**config.mk**
```make
export PLATFORM = sky130hd
export DESIGN_NAME = uart_rx
export DESIGN_NICKNAME = d
export VERILOG_FILES = /design/src/rtl/uart_pkg.sv /design/src/rtl/uart_rx_sync.sv /design/src/rtl/uart_rx.sv
export SDC_FILE = /design/constraint.sdc
export NUM_CORES = 1
export LEC_CHECK = 0
export ABC_AREA = 1
export BUFFER_PORTS_ARGS = -buffer_cell sky130_fd_sc_hd__buf_2
export CAP_MARGIN = 20
export CORE_AREA = 2 2 61 63
export CTS_CLUSTER_SIZE = 30
export DETAILED_ROUTE_END_ITERATION = 8
export DIE_AREA = 0 0 63 65
export PLACE_DENSITY_LB_ADDON = 0.15
export RECOVER_POWER = 100
export SKIP_LAST_GASP = 1
export SYNTH_ARGS = -nofsm -noshare
export SYNTH_HDL_FRONTEND = slang
export SYNTH_SLANG_ARGS = --single-unit
export TNS_END_PERCENT = 100
```
**constraint.sdc**
```tcl
create_clock -name clk -period 1.5 [get_ports clk]
set_clock_uncertainty 0.05 [all_clocks]
set_input_delay 0.15 -clock clk [delete_from_list [all_inputs] [get_ports clk]]
set_output_delay 0.15 -clock clk [all_outputs]
set_load 0.005 [all_outputs]
```
**src/rtl/uart_pkg.sv**
```systemverilog
// Shared constants for the UART receive path: FSM encodings, frame geometry
// and line levels.
package uart_pkg;

  localparam int unsigned STATE_W = 3;

  localparam logic [STATE_W-1:0] IDLE      = 3'd0;
  localparam logic [STATE_W-1:0] START     = 3'd1;
  localparam logic [STATE_W-1:0] DATA      = 3'd2;
  localparam logic [STATE_W-1:0] STOP      = 3'd3;
  localparam logic [STATE_W-1:0] WAIT_HIGH = 3'd4;

  localparam int unsigned DATA_BITS = 8;

  localparam logic LINE_IDLE = 1'b1;
  localparam logic START_LVL = 1'b0;

  // The receiver is busy in every state except IDLE.
  function automatic logic state_busy(input logic [STATE_W-1:0] s);
    return s != IDLE;
  endfunction

endpackage

```
**src/rtl/uart_rx_sync.sv**
```systemverilog
// Two-flop synchroniser for asynchronous inputs; resets to the idle line level
// so a reset never looks like a start bit.
module uart_rx_sync
  import uart_pkg::*;
#(
  parameter int unsigned WIDTH = 1
) (
  input  logic             clk,
  input  logic             reset,
  input  logic [WIDTH-1:0] d,
  output logic [WIDTH-1:0] q
);

  logic [WIDTH-1:0] meta;

  always_ff @(posedge clk) begin
    if (reset) begin
      meta <= {WIDTH{LINE_IDLE}};
      q    <= {WIDTH{LINE_IDLE}};
    end else begin
      meta <= d;
      q    <= meta;
    end
  end

endmodule

```
**src/rtl/uart_rx.sv**
```systemverilog
// 8N1 UART receiver: mid-bit start qualification, centre sampling of data and
// stop bits, one-cycle valid / frame-error strobes.
module uart_rx
  import uart_pkg::*;
#(
  parameter int unsigned CLKS_PER_BIT = 4
) (
  input  logic       clk,
  input  logic       reset,
  input  logic       rx_i,
  output logic [7:0] d_o,
  output logic       valid_o,
  output logic       frame_err_o,
  output logic       busy_o
);

  localparam int unsigned H       = CLKS_PER_BIT / 2;
  localparam int unsigned TIMER_W = $clog2(CLKS_PER_BIT + 1);
  localparam int unsigned IDX_W   = $clog2(DATA_BITS);

  logic                 rx_s;
  logic [STATE_W-1:0]   state, state_d;
  logic [TIMER_W-1:0]   timer, timer_d;
  logic [IDX_W-1:0]     bit_idx, bit_idx_d;
  logic [DATA_BITS-1:0] shift, shift_d;
  logic [7:0]           d_d;
  logic                 valid_d, ferr_d, busy_d;
  logic                 timer_done;

  uart_rx_sync #(.WIDTH(1)) u_sync (
    .clk   (clk),
    .reset (reset),
    .d     (rx_i),
    .q     (rx_s)
  );

  // Sampling point is reached when the timer has counted down to one.
  assign timer_done = (timer == TIMER_W'(1));

  always_ff @(posedge clk) begin
    if (reset) begin
      state       <= IDLE;
      timer       <= '0;
      bit_idx     <= '0;
      shift       <= '0;
      d_o         <= 8'h00;
      valid_o     <= 1'b0;
      frame_err_o <= 1'b0;
      busy_o      <= 1'b0;
    end else begin
      state       <= state_d;
      timer       <= timer_d;
      bit_idx     <= bit_idx_d;
      shift       <= shift_d;
      d_o         <= d_d;
      valid_o     <= valid_d;
      frame_err_o <= ferr_d;
      busy_o      <= busy_d;
    end
  end

  // Next-state, timer, shift register and registered-output next values.
  always_comb begin
    state_d   = state;
    timer_d   = timer;
    bit_idx_d = bit_idx;
    shift_d   = shift;
    d_d       = d_o;
    valid_d   = 1'b0;
    ferr_d    = 1'b0;

    case (state)
      IDLE: begin
        if (rx_s == START_LVL) begin
          timer_d = TIMER_W'(H);
          state_d = START;
        end
      end

      START: begin
        if (timer_done) begin
          if (rx_s == START_LVL) begin
            timer_d   = TIMER_W'(CLKS_PER_BIT);
            bit_idx_d = '0;
            state_d   = DATA;
          end else begin
            timer_d = '0;
            state_d = IDLE;
          end
        end else begin
          timer_d = timer - TIMER_W'(1);
        end
      end

      DATA: begin
        if (timer_done) begin
          shift_d[bit_idx] = rx_s;
          timer_d          = TIMER_W'(CLKS_PER_BIT);
          if (bit_idx == IDX_W'(DATA_BITS - 1)) begin
            bit_idx_d = '0;
            state_d   = STOP;
          end else begin
            bit_idx_d = bit_idx + IDX_W'(1);
          end
        end else begin
          timer_d = timer - TIMER_W'(1);
        end
      end

      STOP: begin
        if (timer_done) begin
          timer_d = '0;
          if (rx_s == LINE_IDLE) begin
            d_d     = shift;
            valid_d = 1'b1;
            state_d = IDLE;
          end else begin
            ferr_d  = 1'b1;
            state_d = WAIT_HIGH;
          end
        end else begin
          timer_d = timer - TIMER_W'(1);
        end
      end

      // Line held low after a bad stop: do not re-arm until it idles high.
      WAIT_HIGH: begin
        if (rx_s == LINE_IDLE) begin
          timer_d = '0;
          state_d = IDLE;
        end
      end

      default: begin
        timer_d   = '0;
        bit_idx_d = '0;
        state_d   = IDLE;
      end
    endcase

    busy_d = state_busy(state_d);
  end

endmodule

```
==> results by group <==
Yosys
  • Post-synth EDFFs: 0
  • Synth unique cells: 24
  • Async SR Flop Fraction: 0%
  • Synthesis Warnings: 0
  • Syn_nets: ~200
  • Sequential area share after synthesis: 40.9%
  • Seq cells post-synth: 30
  • Cell area after synthesis: approximately 1500 um^2
  • Mean post-synth cell area: roughly 7.5 um^2
  • Dominant synthesized flop cell: dfxtp_1
  • Synthesized instance count: roughly 200

Setup path
  • Worst Path Required: ~1.7 ns
  • Kind of critical path: register to register
  • Reg2reg setup slack: roughly 0.12 ns
  • Crit path DAT: between 1.5 and 2 ns
  • RR Startpoint: timer[0]$_SDFFE_PP0P_
  • Crit end category: register
  • CP Launch Type: register
  • Worst R2R End: bit_idx[1]$_SDFFE_PP0P_
  • Worst setup path endpoint: bit_idx[1]$_SDFFE_PP0P_
  • CP max FO: 4
  • Worst Setup SP: timer[0]$_SDFFE_PP0P_
  • R2R cell count: 7

Global route
  • GRT Total Usage: 17.7%
  • Number of global-route vias before repair: 1292
  • GR Overflow Total: 0
  • First-pass GRT wire length: roughly 5600 um
  • Largest net degree at the start of global routing: 17
  • Initial antenna violation count: 0

Layout
  • Fillers: around 360
  • Core Util, Final: about half
  • Most common cell after layout, fill and taps aside: nand2_1
  • Fraction of layout instances using a drive strength above 1: roughly a quarter
  • Most frequent cells in the layout: nand2_1, nor2_1, dfxtp_1
  • Non-Filler Instances: around 270
  • Final #Nets: 225
  • Synth-to-layout area growth: 17.9%
  • Ant. Diodes: 0

Clock tree
  • Clock Path Buffers: 2
  • TritonCTS buffer count: 5
  • Clk sinks: 30
  • Clock Latency Late Sink: around 0.33 ns
  • H-tree depth: 2
  • Clock root cell: clkbuf_4
  • Clk slew on worst S/H paths: 0.10 ns
  • CTS tree: done

Detailed routing
  • Post-Route WL: between 3000 and 4000 um
  • Detailed Routing Iterations Pass 1: 4
  • DRT iter0 DRCs: 91
  • Avg WL per Cell: approximately 12 um
  • Vias per cell: between 4 and 5
  • Antenna-violating nets left: 0
  • Remaining DRCs: 0
  • DR vias: between 1000 and 1500

Flow run
  • Max-cap viol count: 0

STA
  • RSZ-0062 raised after global routing: false
  • Hold Fails Final Rpt: 0
  • Max_slew headroom: ~80%
  • F_max: roughly 730 MHz
  • Setup TNS: 0 ns
  • Final worst path period share: roughly nine tenths
  • Count of final setup violators: 0
  • Post-route minimum period: approximately 1.4 ns
  • WHS: 0.0496 ns
  • Tightest Pin Transition: approximately 0.33 ns
  • Max-slew violation count: 0

Power
  • VDD IR max: between 0.0003 and 0.0004 V
  • Leakage power: 0.787 nW
  • Pwr dens: just over 1000 nW/um^2

Die
  • Chip height: approximately 65 um
  • CORE AREA: 3500 um^2
  • Die Footprint: 4100 um^2
  • Num rows: 22
  • Io pins: 14
  • Chip width: between 60 and 70 um
  • Starting Density: a little over two fifths

Place
  • Placed insts: roughly 260
  • Gpl congestion: between 0.8 and 0.9
  • DP Wirelength: between 2000 and 2500 um
  • I/O Buffers: 13

Hold path
  • Worst Hold Class: primary input to register

Run status
  • Status: complete, no violations
## final cells by class
class / count / area, um^2 / area share [%]
Timing Repair Buffer: 19 / 113 / 6.50
Clock inverter: 2 / 60.1 / 3.47
Inverter: 18 / 70.1 / 4.05
Multi-Input combinational cell: 144 / 777 / 44.9
Sequential cell: 30 / 601 / 34.7
Tap cell: 48 / 60.1 / 3.47
Clock buffer: 6 / 51.3 / 2.96
## worst min path at each step
stage / to / from / slack, ns / cells past startpoint
finish: shift[7]$_SDFFE_PP0P_ / reset / 0.05 / 2
global route: shift[6]$_SDFFE_PP0P_ / reset / 0.03 / 2
CTS: shift[0]$_SDFFE_PP0P_ / reset / 0.05 / 2
detailed placement: u_sync.meta$_SDFF_PP1_ / rx_i / 0.29 / 2
global placement: u_sync.meta$_SDFF_PP1_ / rx_i / 0.28 / 2
floorplan: valid_o$_SDFF_PP0_ / reset / 0.18 / 1
## cell usage after synthesis, types with 3 or more instances
master,count,area [um^2]
inv_1,13,48.8
nand3_2,6,60.1
nor2_2,3,18.8
o21ai_1,9,45.0
a21oi_2,7,61.3
o21ai_0,4,20.0
nand3_1,13,65.1
a21oi_1,14,70.1
dfxtp_1,30,601
nor2_1,29,109
nand2_1,45,169
inv_2,4,15.0
ha_1,4,50.1
## stage by stage
stage          setup WS [ns]  power [mW]  cell area (um^2)
2_1_floorplan          0.139       0.920              1470
3_3_place_gp          0.0737       0.950              1590
3_5_place_dp          0.0297       0.955              1590
4_1_cts               0.0184        1.81              1710
5_1_grt               0.0131        1.88              1730
6_report               0.123        1.80              1730
## registers in the layout (all words and copies together), names as in the netlist
register,flops
bit_idx,3
busy_o,1
d_o,8
frame_err_o,1
shift,8
state,3
timer,3
u_sync.meta,1
u_sync.q,1
valid_o,1
## cells by family after synthesis
kind of cell,count (synthesis),synth area share (%)
buffers and inverters,23,6.90
and+or+nand+nor,106,35.4
DFF,30,40.9
AOI/OAI and AO/OA,34,13.4
adders and majority gates,4,3.41
## where the power goes
| part | internal (mW) | switching (mW) |
|---|---|---|
| sequential | 0.808 | 0.0145 |
| clock | 0.565 | 0.282 |
| combinational | 0.0456 | 0.0804 |
## layer usage
layer / GRT usage, % / vias to the layer above / wire length (um) / part of all wire [%]
met5: 0 / - / 0 / 0
li1: - / 684 / - / -
met4: 6.67 / 0 / 52 / 1.7
met2: 30.3 / 25 / 1580 / 50
met3: 5.73 / 5 / 116 / 3.7
met1: 20.7 / 590 / 1400 / 44
## timing repair
| item | in CTS | in global routing |
|---|---|---|
| setup endpoints to repair | 0 | 21 |
| hold endpoints to repair | 1 | 0 |
| gates resized for setup | 0 | 10 |
| buffers inserted | 0 | 1 |
| hold buffers | 1 | 0 |
## critical path, cell delays in order (launching register included)
cell and delay (ns):
dfxtp_1 0.40, ha_4 0.17, nand2_2 0.13, a21oi_2 0.22, buf_4 0.14, nand3_1 0.06, nand2_1 0.06, nor2_1 0.04
Note: power is estimated with default switching activity, not from simulation.
